[src/rtl/mem_arbiter.sv]
// N-channel round-robin arbiter merging CPU memory requesters onto one req/ack memory port.
// Define ARB_TIMEOUT_EN to abort a BUSY transaction after TIMEOUT_CYCLES cycles without ack.
module mem_arbiter #(
    parameter int NUM_CH         = 2,
    parameter int XLEN           = 32,
    parameter int TIMEOUT_CYCLES = 255
) (
    input  logic                   i_clk,
    input  logic                   i_rst,
    input  logic [NUM_CH-1:0]      i_ch_req,
    input  logic [NUM_CH*XLEN-1:0] i_ch_addr,
    input  logic [NUM_CH*XLEN-1:0] i_ch_wdata,
    input  logic [NUM_CH*3-1:0]    i_ch_funct3,
    input  logic [NUM_CH-1:0]      i_ch_we,
    output logic [NUM_CH-1:0]      o_ch_ack,
    output logic [XLEN-1:0]        o_ch_rdata,
    output logic [NUM_CH-1:0]      o_ch_err,
    output logic                   o_mem_req,
    output logic [XLEN-1:0]        o_mem_addr,
    output logic [XLEN-1:0]        o_mem_wdata,
    output logic [2:0]             o_mem_funct3,
    output logic                   o_mem_we,
    input  logic                   i_mem_ack,
    input  logic [XLEN-1:0]        i_mem_rdata
);

    localparam int PTR_W = $clog2(NUM_CH);

    typedef enum logic [1:0] {IDLE, BUSY, RESP} state_t;

    state_t            state_q, state_d;
    logic [PTR_W-1:0]  ptr_q, ptr_d;
    logic [PTR_W-1:0]  grant_q, grant_d;
    logic              req_d;
    logic [XLEN-1:0]   addr_d, wdata_d, rdata_d;
    logic [2:0]        funct3_d;
    logic              we_d;
    logic [NUM_CH-1:0] ack_d;
    logic              found;
    logic [PTR_W-1:0]  pick;

`ifdef ARB_TIMEOUT_EN
    localparam int TMO_W = $clog2(TIMEOUT_CYCLES + 1);
    logic [TMO_W-1:0]  tmo_q, tmo_d;
    logic [NUM_CH-1:0] err_d;
`endif

    // Wrap is explicit so non-power-of-2 channel counts never reach an unused index.
    function automatic logic [PTR_W-1:0] next_ch(input logic [PTR_W-1:0] p);
        return (p == PTR_W'(NUM_CH - 1)) ? '0 : p + PTR_W'(1);
    endfunction

    function automatic void pick_first(input  logic [NUM_CH-1:0] req,
                                       input  logic [PTR_W-1:0]  start,
                                       output logic              hit,
                                       output logic [PTR_W-1:0]  idx);
        logic [PTR_W-1:0] cand;
        hit  = 1'b0;
        idx  = start;
        cand = start;
        for (int i = 0; i < NUM_CH; i++) begin
            if (!hit && req[cand]) begin
                hit = 1'b1;
                idx = cand;
            end
            cand = next_ch(cand);
        end
    endfunction

    always_comb begin
        // NOTE: every signal written here gets a default first, so no path can infer a latch.
        state_d  = state_q;
        ptr_d    = ptr_q;
        grant_d  = grant_q;
        req_d    = o_mem_req;
        addr_d   = o_mem_addr;
        wdata_d  = o_mem_wdata;
        funct3_d = o_mem_funct3;
        we_d     = o_mem_we;
        rdata_d  = o_ch_rdata;
        ack_d    = '0;
`ifdef ARB_TIMEOUT_EN
        err_d    = '0;
        tmo_d    = tmo_q;
`endif
        pick_first(i_ch_req, ptr_q, found, pick);

        unique case (state_q)
            IDLE: begin
                if (found) begin
                    grant_d  = pick;
                    req_d    = 1'b1;
                    addr_d   = i_ch_addr[int'(pick)*XLEN +: XLEN];
                    wdata_d  = i_ch_wdata[int'(pick)*XLEN +: XLEN];
                    funct3_d = i_ch_funct3[int'(pick)*3 +: 3];
                    we_d     = i_ch_we[pick];
                    state_d  = BUSY;
`ifdef ARB_TIMEOUT_EN
                    tmo_d    = '0;
`endif
                end
            end
            BUSY: begin
                // An ack arriving in the expiry cycle takes precedence over the abort.
                if (i_mem_ack) begin
                    ack_d[grant_q] = 1'b1;
                    rdata_d        = i_mem_rdata;
                    req_d          = 1'b0;
                    ptr_d          = next_ch(grant_q);
                    state_d        = RESP;
                end
`ifdef ARB_TIMEOUT_EN
                else if (tmo_q == TMO_W'(TIMEOUT_CYCLES - 1)) begin
                    ack_d[grant_q] = 1'b1;
                    err_d[grant_q] = 1'b1;
                    rdata_d        = '0;
                    req_d          = 1'b0;
                    ptr_d          = next_ch(grant_q);
                    state_d        = RESP;
                end else begin
                    tmo_d = tmo_q + TMO_W'(1);
                end
`endif
            end
            RESP:    state_d = IDLE;
            default: state_d = IDLE;
        endcase
    end

    always_ff @(posedge i_clk) begin
        // NOTE: non-blocking assignments so every register updates from pre-edge values.
        if (i_rst) begin
            state_q      <= IDLE;
            ptr_q        <= '0;
            grant_q      <= '0;
            o_mem_req    <= 1'b0;
            o_mem_addr   <= '0;
            o_mem_wdata  <= '0;
            o_mem_funct3 <= '0;
            o_mem_we     <= 1'b0;
            o_ch_ack     <= '0;
            o_ch_rdata   <= '0;
        end else begin
            state_q      <= state_d;
            ptr_q        <= ptr_d;
            grant_q      <= grant_d;
            o_mem_req    <= req_d;
            o_mem_addr   <= addr_d;
            o_mem_wdata  <= wdata_d;
            o_mem_funct3 <= funct3_d;
            o_mem_we     <= we_d;
            o_ch_ack     <= ack_d;
            o_ch_rdata   <= rdata_d;
        end
    end

`ifdef ARB_TIMEOUT_EN
    always_ff @(posedge i_clk) begin
        if (i_rst) begin
            tmo_q    <= '0;
            o_ch_err <= '0;
        end else begin
            tmo_q    <= tmo_d;
            o_ch_err <= err_d;
        end
    end
`else
    assign o_ch_err = '0;
`endif

endmodule

[config.mk]
export PLATFORM = sky130hd
export DESIGN_NAME = mem_arbiter
export DESIGN_NICKNAME = d
export VERILOG_FILES = /design/src/rtl/mem_arbiter.sv
export SDC_FILE = /design/constraint.sdc
export NUM_CORES = 1
export LEC_CHECK = 0
export BUFFER_PORTS_ARGS = -buffer_cell sky130_fd_sc_hd__buf_4
export CAP_MARGIN = 20
export CELL_PAD_IN_SITES_DETAIL_PLACEMENT = 1
export CELL_PAD_IN_SITES_GLOBAL_PLACEMENT = 2
export CORE_MARGIN = 8
export CORE_UTILIZATION = 27
export CTS_CLUSTER_SIZE = 14
export DETAILED_ROUTE_END_ITERATION = 7
export GPL_ROUTABILITY_DRIVEN = 0
export GPL_TIMING_DRIVEN = 0
export PLACE_DENSITY_LB_ADDON = 0.25
export SETUP_SLACK_MARGIN = 0.1
export SYNTH_ARGS = -nofsm -noshare
export SYNTH_HDL_FRONTEND = slang
export SYNTH_SLANG_ARGS = --single-unit
[constraint.sdc]
create_clock -name i_clk -period 2.8 [get_ports i_clk]
set_input_delay 0.28 -clock i_clk [delete_from_list [all_inputs] [get_ports i_clk]]
set_output_delay 0.28 -clock i_clk [all_outputs]
set_load 0.01 [all_outputs]
# [Yosys cells after proc, flatten, opt, wreduce, memory -nomap -nowiden]
# Cells that the tools add are included.
[word_totals] reg_bits=107 out_inout_bits=105 in_bits=173 word_cells=55
[classes] magnitude_cmp=5 multipliers=1 reduce_logical=10 n_shift=3 bitwise=2 n_eq_ne=3 add_sub_neg=2 mux=19
[ops] op="$shiftx A64 B7 Y32" count=2
[ops] op="$mux W1" count=14
[ops] op="$lt A1 B2 Y1 const B" count=4
[ops] op="$reduce_and A2 Y1" count=3
[ops] op="$shiftx A6 B4 Y3" count=1
[ops] op="$mux W2" count=2
[ops] op="$ne A2 B2 Y1 const B" count=2
[ops] op="$pmux W2 S2" count=1
[ops] op="$mul A1 B2 Y3 const B" count=1
[ops] op="$reduce_and A3 Y1" count=1
[ops] op="$reduce_or A3 Y1" count=1
[ops] op="$add A1 B1 Y1 const B" count=2
[ops] op="$eq A2 B1 Y1 const B" count=1
[ops] op="$logic_and A1 B1 Y1" count=2
[ops] op="$logic_not A2 Y1" count=1
[ops] op="$not A1 Y1" count=2
[ops] op="$pmux W1 S2" count=1
[ops] op="$reduce_bool A2 Y1" count=1
[ops] op="$demux W1 S1" count=1
[ops] op="$ge A1 B1 Y1 const B" count=1
[ops] op="$logic_not A1 Y1" count=1

# [Longest topological paths before layout]
# Gate-level depths: netlist of the first run.
[logic_depth] word_depth=8 depth_mapped=7 mapped_depth_nobuf=3

# [Worst setup path after synthesis of the first run]
# OpenSTA, ideal clock, no wires.
[synth_path] path_type="reg2reg" from="register state_q[1]" to="register o_mem_addr[26]" stages_incl_launch_ff=7 arrival_time_ns=1.339 setup_slack_ns=1.328 n_path_buf=3 required_ns=2.666 setup_ns=0.134 synth_period_minus_slack_ns=1.472 cell_sequence="dfxtp_1 or2_1 buf_6 buf_6 buf_6 a2111oi_4 nor4_1"
[synth_via] elab_chain_cells=2
[synth_lines] item="from (decl)" line_no="31" rtl="state_t state_q, state_d;"
[synth_lines] item="from (signal assigned)" line_no="144" rtl="state_q <= state_d;"
[synth_lines] item="$logic_not A2 Y1" line_no="88" rtl="unique case (state_q)"
[synth_lines] item="$reduce_and A2 Y1 (no source line)"
[synth_lines] item="to (signal assigned)" line_no="148" rtl="o_mem_addr <= addr_d;"
[synth_lines] item="to (decl)" line_no="19" rtl="output logic [XLEN-1:0] o_mem_addr,"
# Every way passes these cells.
# A chain may end at the register's enable or synchronous reset.

# [Worst setup path after layout of the first run]
[layout_path] from="register state_q[1]" to="register o_mem_wdata[8]"
[layout_via] elab_chain_cells=2
[layout_lines] item="$logic_not A2 Y1" line_no="88"
[layout_lines] item="$reduce_and A2 Y1 (no source line)"
[layout_lines] item="to (signal assigned)" line_no="149" rtl="o_mem_wdata <= wdata_d;"
[layout_lines] item="to (decl)" line_no="20" rtl="output logic [XLEN-1:0] o_mem_wdata,"
# Every way passes these cells.

==> results.py, run 1 <==
metrics = {
    "status": {
        "status": "finished clean",
    },
    "global_route": {
        "gr-usage-met1_pct": 26.81,
        "met3_usage_pct": 5.240,
        "grt.overflow.total": 0,
        "first_global_vias": 6789,
        "grt_use_total_pct": 20.96,
        "grt_start_max_net_pins": 23,
        "grt_pass1_wl_um": 39900,
        "use_met2_pct": 34.00,
        "antenna_found_initial": 0,
        "top_usage_layer": "met2",
    },
    "sta": {
        "drv_slew": 0,
        "timing.final.crit_share_pct": 71.46,
        "tightest_slew_ns": 0.7920,
        "fin_setup_tns_ns": 0,
        "final.min_clock_period_ns": 2.001,
        "rsz0062_at_grt": "no",
        "slew_headroom_pct": 47.00,
        "hold_violations": 0,
        "setup_violations": 0,
        "max_freq_mhz": 499.8,
        "skew_ns": 0.008853,
    },
    "cts": {
        "cts_buffers": 9,
        "clock_sinks": 107,
        "insertion_delay_ns": 0.36,
        "ctsHtreeMaxLevel": 3,
        "ctsHoldBuffers": 0,
        "post_cts_buffers": 0,
        "cts_max_path_buffers": 2,
        "cts_root_buffer": "clkbuf_16",
        "post_cts_resized": 0,
        "clk_pin_slew_ns": 0.09,
        "cts_tree": "built",
    },
    "power": {
        "ir_worst_vdd_v": 0.0002807,
        "power.density_nw_per_um2": 538.2,
        "p_leak_nw": 3.026,
    },
    "floorplanning": {
        "die_h_um": 156.4,
        "core-area_sq_um": 19400,
        "die_w_um": 156.4,
        "start_util_pct": 27.44,
        "io_pins": 278,
        "num_rows": 51,
        "die_area_sq_um": 24470,
    },
    "critical_path": {
        "crit_chain": "nor2_1, clkbuf_1, a21oi_1, nor4_1",
        "max_stage_delay_ns": 0.63,
        "cp_slowest_cell": "nor2_1",
        "reg2reg_slack_ns": 0.80,
        "endpoint_kind": "register",
        "rr_endpoint": "o_mem_wdata[8]",
        "crit_buf_inv": 1,
        "rr_worst_depth": 4,
        "worstSetupPathType": "reg -> reg",
        "critPathLaunchType": "register",
        "crit_family": "simple AND/OR/NAND/NOR gates",
        "cp.required_ns": 3.05,
        "crit_fanout": 10,
        "regToRegStartpoint": "state_q[1]",
        "arrival_ns": 2.25,
    },
    "placed_design": {
        "detailed_place_hpwl_um": 20740,
        "placed_cells": 1133,
        "io_buffers": 272,
    },
    "route": {
        "drc": 0,
        "vias": 6371,
        "detail-route-antenna-nets": 0,
        "totalWireLength_um": 26810,
        "wire_per_inst_um": 23.33,
        "drt-initial-drc-count": 385,
        "drtPass1Iterations": 4,
        "via_per_inst": 5.545,
    },
    "synthesis": {
        "ys_seq_elements": 107,
        "ys_seq_area_share_pct": 40.24,
        "yosysWarnings": 0,
        "synthCells": 595,
        "postSynthAreaPerCell_sq_um": 8.948,
        "yosys.area.top_type_share_pct": 40.24,
        "syn-cell-area_sq_um": 5324,
        "yosysUniqueCellTypes": 28,
        "synthTopCellsByArea": "dfxtp_1, a2111oi_0, a21oi_1, nor4_1, a2111oi_2",
        "yosys.area.top_type": "dfxtp_1",
    },
    "layout": {
        "post-route-util_pct": 41.29,
        "drive_above_1_share_pct": 39.03,
        "post_layout_nonfiller_instances": 1149,
        "area_growth_pct": 50.46,
        "fin_nets": 1052,
        "diodes": 0,
    },
    "min_path": {
        "hp-start": "i_mem_rdata[22]",
        "holdPathEnd": "o_ch_rdata[22]",
        "worstHoldPathCells": 3,
        "hp-class": "in -> reg",
    },
    "job": {
        "maxCapViolations": 0,
    },
}
metal layers:
metal	share of wire [%]	vias to the layer above
li1	-	2948
met1	43	3146
met2	47	245
met3	7.4	32
met4	1.8	0
met5	0	-
synth_stat cells:
cell type	count
conb_1	1
a2111oi_0	106
and2_1	1
clkbuf_2	2
inv_2	1
or2_1	1
nand3b_1	1
clkbuf_1	68
buf_2	15
nand2b_1	1
dfxtp_1	107
buf_4	4
a2111oi_4	7
nor3_1	1
a21oi_1	104
buf_1	2
inv_1	2
and3b_1	1
nor2_1	3
o21ai_0	1
a2111oi_2	21
or2_2	1
nand2_1	67
nor4_1	68
or3b_2	1
a2111oi_1	2
o211ai_1	1
buf_6	5
area by class of cell:
class / instances / area (sq um)
inverter: 3 / 11.26
clock inverter: 7 / 83.83
clock buffer: 9 / 225.2
multi-input combinational: 390 / 2740
fill: 2333 / 11390
timing repair buffer: 272 / 2042
buffer: 96 / 434.2
sequential: 107 / 2142
tap: 265 / 331.6
how the worst max path moves through the flow:
stage / start / end / cells past startpoint
6_report: state_q[1] / o_mem_wdata[8] / 4
5_1_grt: state_q[1] / o_mem_wdata[8] / 4
4_1_cts: state_q[1] / o_mem_wdata[8] / 4
3_5_place_dp: state_q[1] / o_mem_wdata[8] / 4
3_3_place_gp: i_rst / o_mem_addr[13] / 4
2_1_floorplan: state_q[1] / o_mem_addr[26] / 6
sequential cells by signal, summed over array words and instances (netlist names):
name	count
o_ch_rdata	32
o_ch_ack	2
ptr_q	1
o_mem_req	1
grant_q	1
o_mem_addr	32
o_mem_funct3	3
state_q	2
o_mem_wdata	32
o_mem_we	1
cells in the final DEF (no fill, tap or decap):
cell type | netlist | layout
buf_4 | 4 | 276
dfxtp_1 | 107 | 107
a2111oi_0 | 106 | 106
a21oi_1 | 104 | 104
clkbuf_1 | 68 | 68
nor4_1 | 68 | 68
nand2_1 | 67 | 67
a2111oi_2 | 21 | 21
buf_2 | 15 | 15
clkbuf_16 | 0 | 9
a2111oi_4 | 7 | 7
buf_6 | 5 | 5
nor2_1 | 3 | 3
inv_8 | 0 | 3
inv_1 | 2 | 2
clkbuf_2 | 2 | 2
a2111oi_1 | 2 | 2
buf_1 | 2 | 2
conb_1 | 1 | 2
inv_6 | 0 | 2
clkinv_8 | 0 | 2
inv_2 | 1 | 1
or2_1 | 1 | 1
or2_2 | 1 | 1
or3b_2 | 1 | 1
and3b_1 | 1 | 1
nand3b_1 | 1 | 1
and2_1 | 1 | 1
nand2b_1 | 1 | 1
o211ai_1 | 1 | 1
o21ai_0 | 1 | 1
nor3_1 | 1 | 1
report_power, final:
| part | total (mW) | internal (mW) | switching (mW) | leakage (nW) |
|---|---|---|---|---|
| Clock | 1.34 | 0.647 | 0.697 | 0.152 |
| Combinational | 1.21 | 0.530 | 0.678 | 1.99 |
| Sequential | 1.76 | 1.67 | 0.0927 | 0.884 |
| Total | 4.31 | 2.84 | 1.47 | 3.03 |
cell families after synthesis:
family / after synthesis / synth area share (%)
AO/OA/AOI/OAI: 242 / 37.37
other: 1 / 0.07044
buffers and inverters: 99 / 8.366
AND/OR/NAND/NOR: 146 / 13.96
flip-flops: 107 / 40.23
tightest hold or removal path, delay by kind of cell:
kind,cells,cell delay [ns]
buffers and inverters,1,0.11
and+or+nand+nor,1,0.05
AOI/OAI and AO/OA,1,0.05
through the flow:
step / power, mW / area, sq um / hold WS (ns) / setup WS (ns)
after global placement: 2.956 / 7701 / 0.4432 / 0.9162
after CTS: 4.354 / 8010 / 0.1422 / 0.7674
after detailed placement: 3.000 / 7701 / 0.4502 / 0.7979
after floorplan: 2.342 / 5328 / 0.4160 / 1.328
final: 4.311 / 8010 / 0.1589 / 0.7990
after global routing: 4.513 / 8010 / 0.1498 / 0.6040
(Power assumes the default switching activity.)
==> run 2: changes to the inputs <==
CORE_UTILIZATION = 22   (was 27)
clock period = 1.8 ns   (was 2.8 ns; I/O delays follow)
==> run 2 against run 1 <==
  * Setup slack worse by 0.73 ns
  * Combinational power is 75% higher
  * Sequential cell count stayed put
  * Clock power is 60% higher
  * Clock skew is 0.0053 ns higher
  * Die area is 20% higher
  * Clock-buffer cell count stayed put
  * Maximum frequency is 15% higher
  * Highest routed layer unchanged
  * Critical endpoint is now o_mem_wdata[18]
  * Via count is 2.4% lower
==> results.py, run 2 (synthesis gave the netlist of run 1 again) <==
metrics = {
    "layout": {
        "drive_above_1_share_pct": 46.96,
        "reg_top3": "o_ch_rdata x32, o_mem_addr x32, o_mem_wdata x32",
        "layout_commonest_cell": "buf_4",
        "nFillCells": 2868,
        "post-route-util_pct": 35.99,
        "post_layout_nonfiller_instances": 1213,
        "layout_common_cells": "buf_4, dfxtp_1, a21oi_1",
        "final_design_area_no_fill_sq_um": 8651,
        "fin_nets": 1056,
        "area_growth_pct": 62.49,
    },
    "floorplanning": {
        "io_pins": 278,
        "die_area_sq_um": 29430,
        "core-area_sq_um": 24030,
        "die_h_um": 171.6,
        "start_util_pct": 22.15,
        "num_rows": 57,
        "die_w_um": 171.6,
    },
    "route": {
        "via_per_inst": 5.129,
        "drc": 0,
        "totalWireLength_um": 27810,
        "drt-initial-drc-count": 412,
        "detail-route-antenna-nets": 0,
        "vias": 6221,
        "drtPass1Iterations": 4,
        "wire_per_inst_um": 22.93,
    },
    "power": {
        "ir_worst_vdd_v": 0.0004321,
        "power.density_nw_per_um2": 808.6,
        "p_leak_nw": 3.190,
    },
    "placed_design": {
        "detailed_place_hpwl_um": 20640,
        "dpl_worst_slack_ns": -0.1074,
        "dpl_cell_area_sq_um": 7775,
        "placed_cells": 1192,
        "io_buffers": 272,
    },
    "cts": {
        "clock_sinks": 107,
        "cts_max_path_buffers": 2,
        "insertion_delay_ns": 0.37,
        "cts_tree": "built",
        "ctsHtreeMaxLevel": 3,
        "cts_root_buffer": "clkbuf_16",
        "clk_pin_slew_ns": 0.09,
        "cts_buffers": 9,
    },
    "sta": {
        "drv_slew": 0,
        "skew_ns": 0.01411,
        "timing.final.crit_share_pct": 96.37,
        "hold_violations": 0,
        "slew_headroom_pct": 44.78,
        "max_freq_mhz": 576.5,
        "setup_violations": 0,
        "rsz0062_at_grt": "yes",
        "holdWs_ns": 0.04661,
        "tightest_slew_ns": 0.8283,
        "layout_setup_ws_ns": 0.06535,
        "final.min_clock_period_ns": 1.735,
    },
    "global_route": {
        "grt_pass1_wl_um": 40130,
        "antenna_found_initial": 1,
        "first_global_vias": 6622,
        "grt.overflow.total": 0,
        "grt_start_max_net_pins": 23,
        "grt_use_total_pct": 17.82,
    },
    "min_path": {
        "hp-class": "in -> reg",
        "hp-start": "i_mem_rdata[11]",
    },
    "critical_path": {
        "worstSetupPathType": "reg -> reg",
        "endpoint_kind": "register",
        "cp.required_ns": 2.03,
        "arrival_ns": 1.97,
        "regToRegStartpoint": "ptr_q",
        "crit_fanout": 10,
        "startpoint": "ptr_q",
        "critPathLaunchType": "register",
    },
    "job": {
        "maxCapViolations": 0,
    },
    "status": {
        "status": "finished clean",
    },
}
## run 2: power breakdown
group	switching (mW)	internal [mW]	total, mW
sequential	0.131	2.59	2.72
clock	1.14	1.01	2.15
combinational	1.17	0.948	2.12
total	2.45	4.55	6.99
## run 2: path summary, 6_finish.rpt
| path | end | slack, ns | cells after the start |
|---|---|---|---|
| setup / recovery | o_mem_wdata[18] | 0.07 | 5 |
| hold reg to reg | o_ch_rdata[29] | 0.46 | 2 |
| hold / removal | o_ch_rdata[11] | 0.05 | 3 |
| setup reg to reg | o_mem_wdata[18] | 0.07 | 5 |
## run 2: layout make-up
cell class	instances	area, sq um	share of cell area [%]
plain buffers	96	524.3	6.060
multi-input cells	390	3153	36.45
repair buffers	276	2087	24.12
flip-flops and latches	107	2150	24.85
inverters	3	15.01	0.1736
clock inverters	7	88.84	1.027
well taps	324	405.4	4.686
clock buffers	9	225.2	2.603
diodes	1	2.502	0.02893
## run 2: per-stage QoR
step           total power [mW]  setup TNS (ns)
6_report                  6.995               0
5_1_grt                   7.348       -0.001216
4_1_cts                   6.914               0
3_5_place_dp              4.662          -4.461
3_3_place_gp              4.658          -3.391
2_1_floorplan             3.644               0
## run 2: repair_timing
item                       in CTS  in global routing
buffers inserted                0                  2
setup endpoints to repair      71                 98
hold buffers                    0                  0
pin swaps                       0                  7
cloned                          0                  2
resized for setup              49                144
## run 2: layer usage
layer | up-vias | GRT usage, % | wire (um)
met2 | 221 | 28.99 | 13080
met4 | 0 | 5.255 | 627
met1 | 3006 | 22.32 | 12030
li1 | 2958 | - | -
met5 | - | 0 | 0
met3 | 36 | 5.462 | 2079
## run 2: critical path, cell delays in order (launching register included)
cell and delay [ns]:
dfxtp_1 0.33, buf_6 0.15, clkinvlp_4 0.16, clkbuf_1 0.27
a2111oi_0 0.56, nor4_1 0.12
==> run 3: changes to the inputs <==
CORE_ASPECT_RATIO = 1.75   (was default)
==> run 3 against run 2 <==
  * Die area increased by 0.67%
  * Largest cell class unchanged
  * Critical endpoint is now o_mem_addr[1]
  * Utilization down 0.20 points
  * Highest routed layer unchanged
  * Power is 1.1% lower
  * Critical path depth decreased by 1
  * Critical path type unchanged
  * Register-to-register slack better by 0.07 ns
==> results.py, run 3 (synthesis gave the netlist of run 1 again) <==
metrics = {
    "layout": {
        "fin_nets": 1052,
        "layout_commonest_cell": "buf_4",
        "drive_above_1_share_pct": 47.90,
        "area_growth_pct": 60.89,
        "post_layout_nonfiller_instances": 1189,
        "diodes": 0,
        "nFillCells": 2828,
        "final_design_area_no_fill_sq_um": 8566,
        "reg_top3": "o_ch_rdata x32, o_mem_addr x32, o_mem_wdata x32",
        "layout_common_cells": "buf_4, dfxtp_1, a21oi_1",
        "post-route-util_pct": 35.80,
    },
    "route": {
        "drc": 0,
        "drt-initial-drc-count": 224,
        "vias": 6254,
        "wire_per_inst_um": 24.09,
        "detail-route-antenna-nets": 0,
        "totalWireLength_um": 28650,
        "via_per_inst": 5.260,
        "drtPass1Iterations": 4,
    },
    "critical_path": {
        "max_stage_delay_ns": 0.51,
        "arrival_ns": 1.89,
        "crit_buf_inv": 1,
        "reg2reg_slack_ns": 0.13,
        "crit_family": "compound AO/OA/AOI/OAI gates",
        "cp_slowest_cell": "a2111oi_0",
        "crit_chain": "or2_4, clkbuf_1, a2111oi_0, nor4_1",
        "worstSetupPathType": "reg -> reg",
        "critPathLaunchType": "register",
        "endpoint_kind": "register",
        "cp.required_ns": 2.03,
        "crit_fanout": 10,
    },
    "cts": {
        "ctsHtreeMaxLevel": 3,
        "insertion_delay_ns": 0.36,
        "cts_root_buffer": "clkbuf_16",
        "clock_sinks": 107,
        "clk_pin_slew_ns": 0.07,
        "cts_buffers": 9,
        "cts_max_path_buffers": 2,
        "post_cts_buffers": 0,
        "cts_tree": "built",
    },
    "power": {
        "power.density_nw_per_um2": 807.3,
        "p_sw_share_pct": 32.82,
        "switchingPower_mw": 2.270,
        "ir_worst_vdd_v": 0.0004042,
        "p_leak_nw": 3.144,
        "clkPwrFrac_pct": 30.1,
        "p_seq_share_pct": 39.3,
        "p_int_mw": 4.645,
        "p_comb_share_pct": 30.6,
    },
    "global_route": {
        "grt_start_max_net_pins": 16,
        "grt_pass1_wl_um": 42830,
        "grt_use_total_pct": 18.66,
        "first_global_vias": 6900,
        "grt.overflow.total": 0,
        "antenna_found_initial": 0,
    },
    "placed_design": {
        "placed_cells": 1176,
        "detailed_place_hpwl_um": 22220,
        "io_buffers": 272,
        "dpl_cell_area_sq_um": 7755,
    },
    "sta": {
        "slew_headroom_pct": 45.94,
        "tightest_slew_ns": 0.8108,
        "final.min_clock_period_ns": 1.667,
        "hold_violations": 0,
        "timing.final.crit_share_pct": 92.61,
        "skew_ns": 0.004259,
        "setup_violations": 0,
        "max_freq_mhz": 599.9,
        "drv_slew": 0,
        "rsz0062_at_grt": "yes",
    },
    "floorplanning": {
        "die_h_um": 221.8,
        "die_w_um": 133.6,
        "io_pins": 278,
        "num_rows": 75,
        "die_area_sq_um": 29630,
        "core-area_sq_um": 23930,
        "start_util_pct": 22.25,
    },
    "min_path": {
        "hp-class": "in -> reg",
    },
    "status": {
        "status": "finished clean",
    },
    "job": {
        "maxCapViolations": 0,
    },
}
-- run 3: cell types whose count changed in the layout (fill, tap and decap cells not counted), sizes merged --
cell / previous run / this run
clkbuf: 78 / 77
diode: 1 / 0
clkinvlp: 1 / 2
buf: 303 / 302
inv: 6 / 2
bufinv: 0 / 1
clkinv: 3 / 0
-- run 3: path summary, 6_finish.rpt --
kind                        start             end  cells past startpoint
hold / removal    i_mem_rdata[20]  o_ch_rdata[20]                      3
setup / recovery       state_q[0]   o_mem_addr[1]                      4
hold reg to reg     o_ch_rdata[6]   o_ch_rdata[6]                      2
setup reg to reg       state_q[0]   o_mem_addr[1]                      4
-- run 3: timing repair --
item                       in CTS  in global routing
setup endpoints to repair      71                 97
pin swaps                       0                  3
hold buffers                    0                  0
resized for setup              62                126
-- run 3: worst reg2reg max path, cell delays in order, from the launching register on --
cell and delay, ns:
dfxtp_2 0.34, or2_4 0.26, clkbuf_1 0.33, a2111oi_0 0.52, nor4_1 0.09
-- run 3: cell type report --
class                           count  area, sq um  area share [%]
Buffer                             96        490.5           5.726
Multi-Input combinational cell    390         3198           37.34
Sequential cell                   107         2145           25.04
Timing Repair Buffer              272         2042           23.84
Clock buffer                       11        252.7           2.951
Clock inverter                      2        37.54          0.4382
Tap cell                          308        385.4           4.499
Inverter                            3        15.01          0.1753
-- run 3: power by group through the flow --
stage               Sequential, mW  Combinational (mW)  Clock (mW)
detailed placement            2.77                1.92           0
floorplan                     2.85               0.790           0
CTS                           2.72                1.99        2.18
global route                  2.75                2.27        2.25
global placement              2.77                1.92           0
finish                        2.72                2.12        2.08
-- run 3: metal layers --
| layer | GRT usage [%] | part of all wire, % |
|---|---|---|
| met3 | 5.989 | 7.3 |
| met5 | 0 | 0 |
| met1 | 19.24 | 37 |
| met2 | 34.24 | 53 |
| met4 | 6.516 | 2.3 |
-- run 3: stage by stage --
stage	total power [mW]	setup TNS, ns	hold slack [ns]	setup slack (ns)
finish	6.915	0	0.06450	0.1330
global route	7.273	0	0.05212	0.002115
floorplan	3.644	0	0.3160	0.3277
CTS	6.891	0	0.04015	0.04884
detailed placement	4.698	-7.735	0.4369	-0.1683
global placement	4.682	-5.608	0.4260	-0.1376
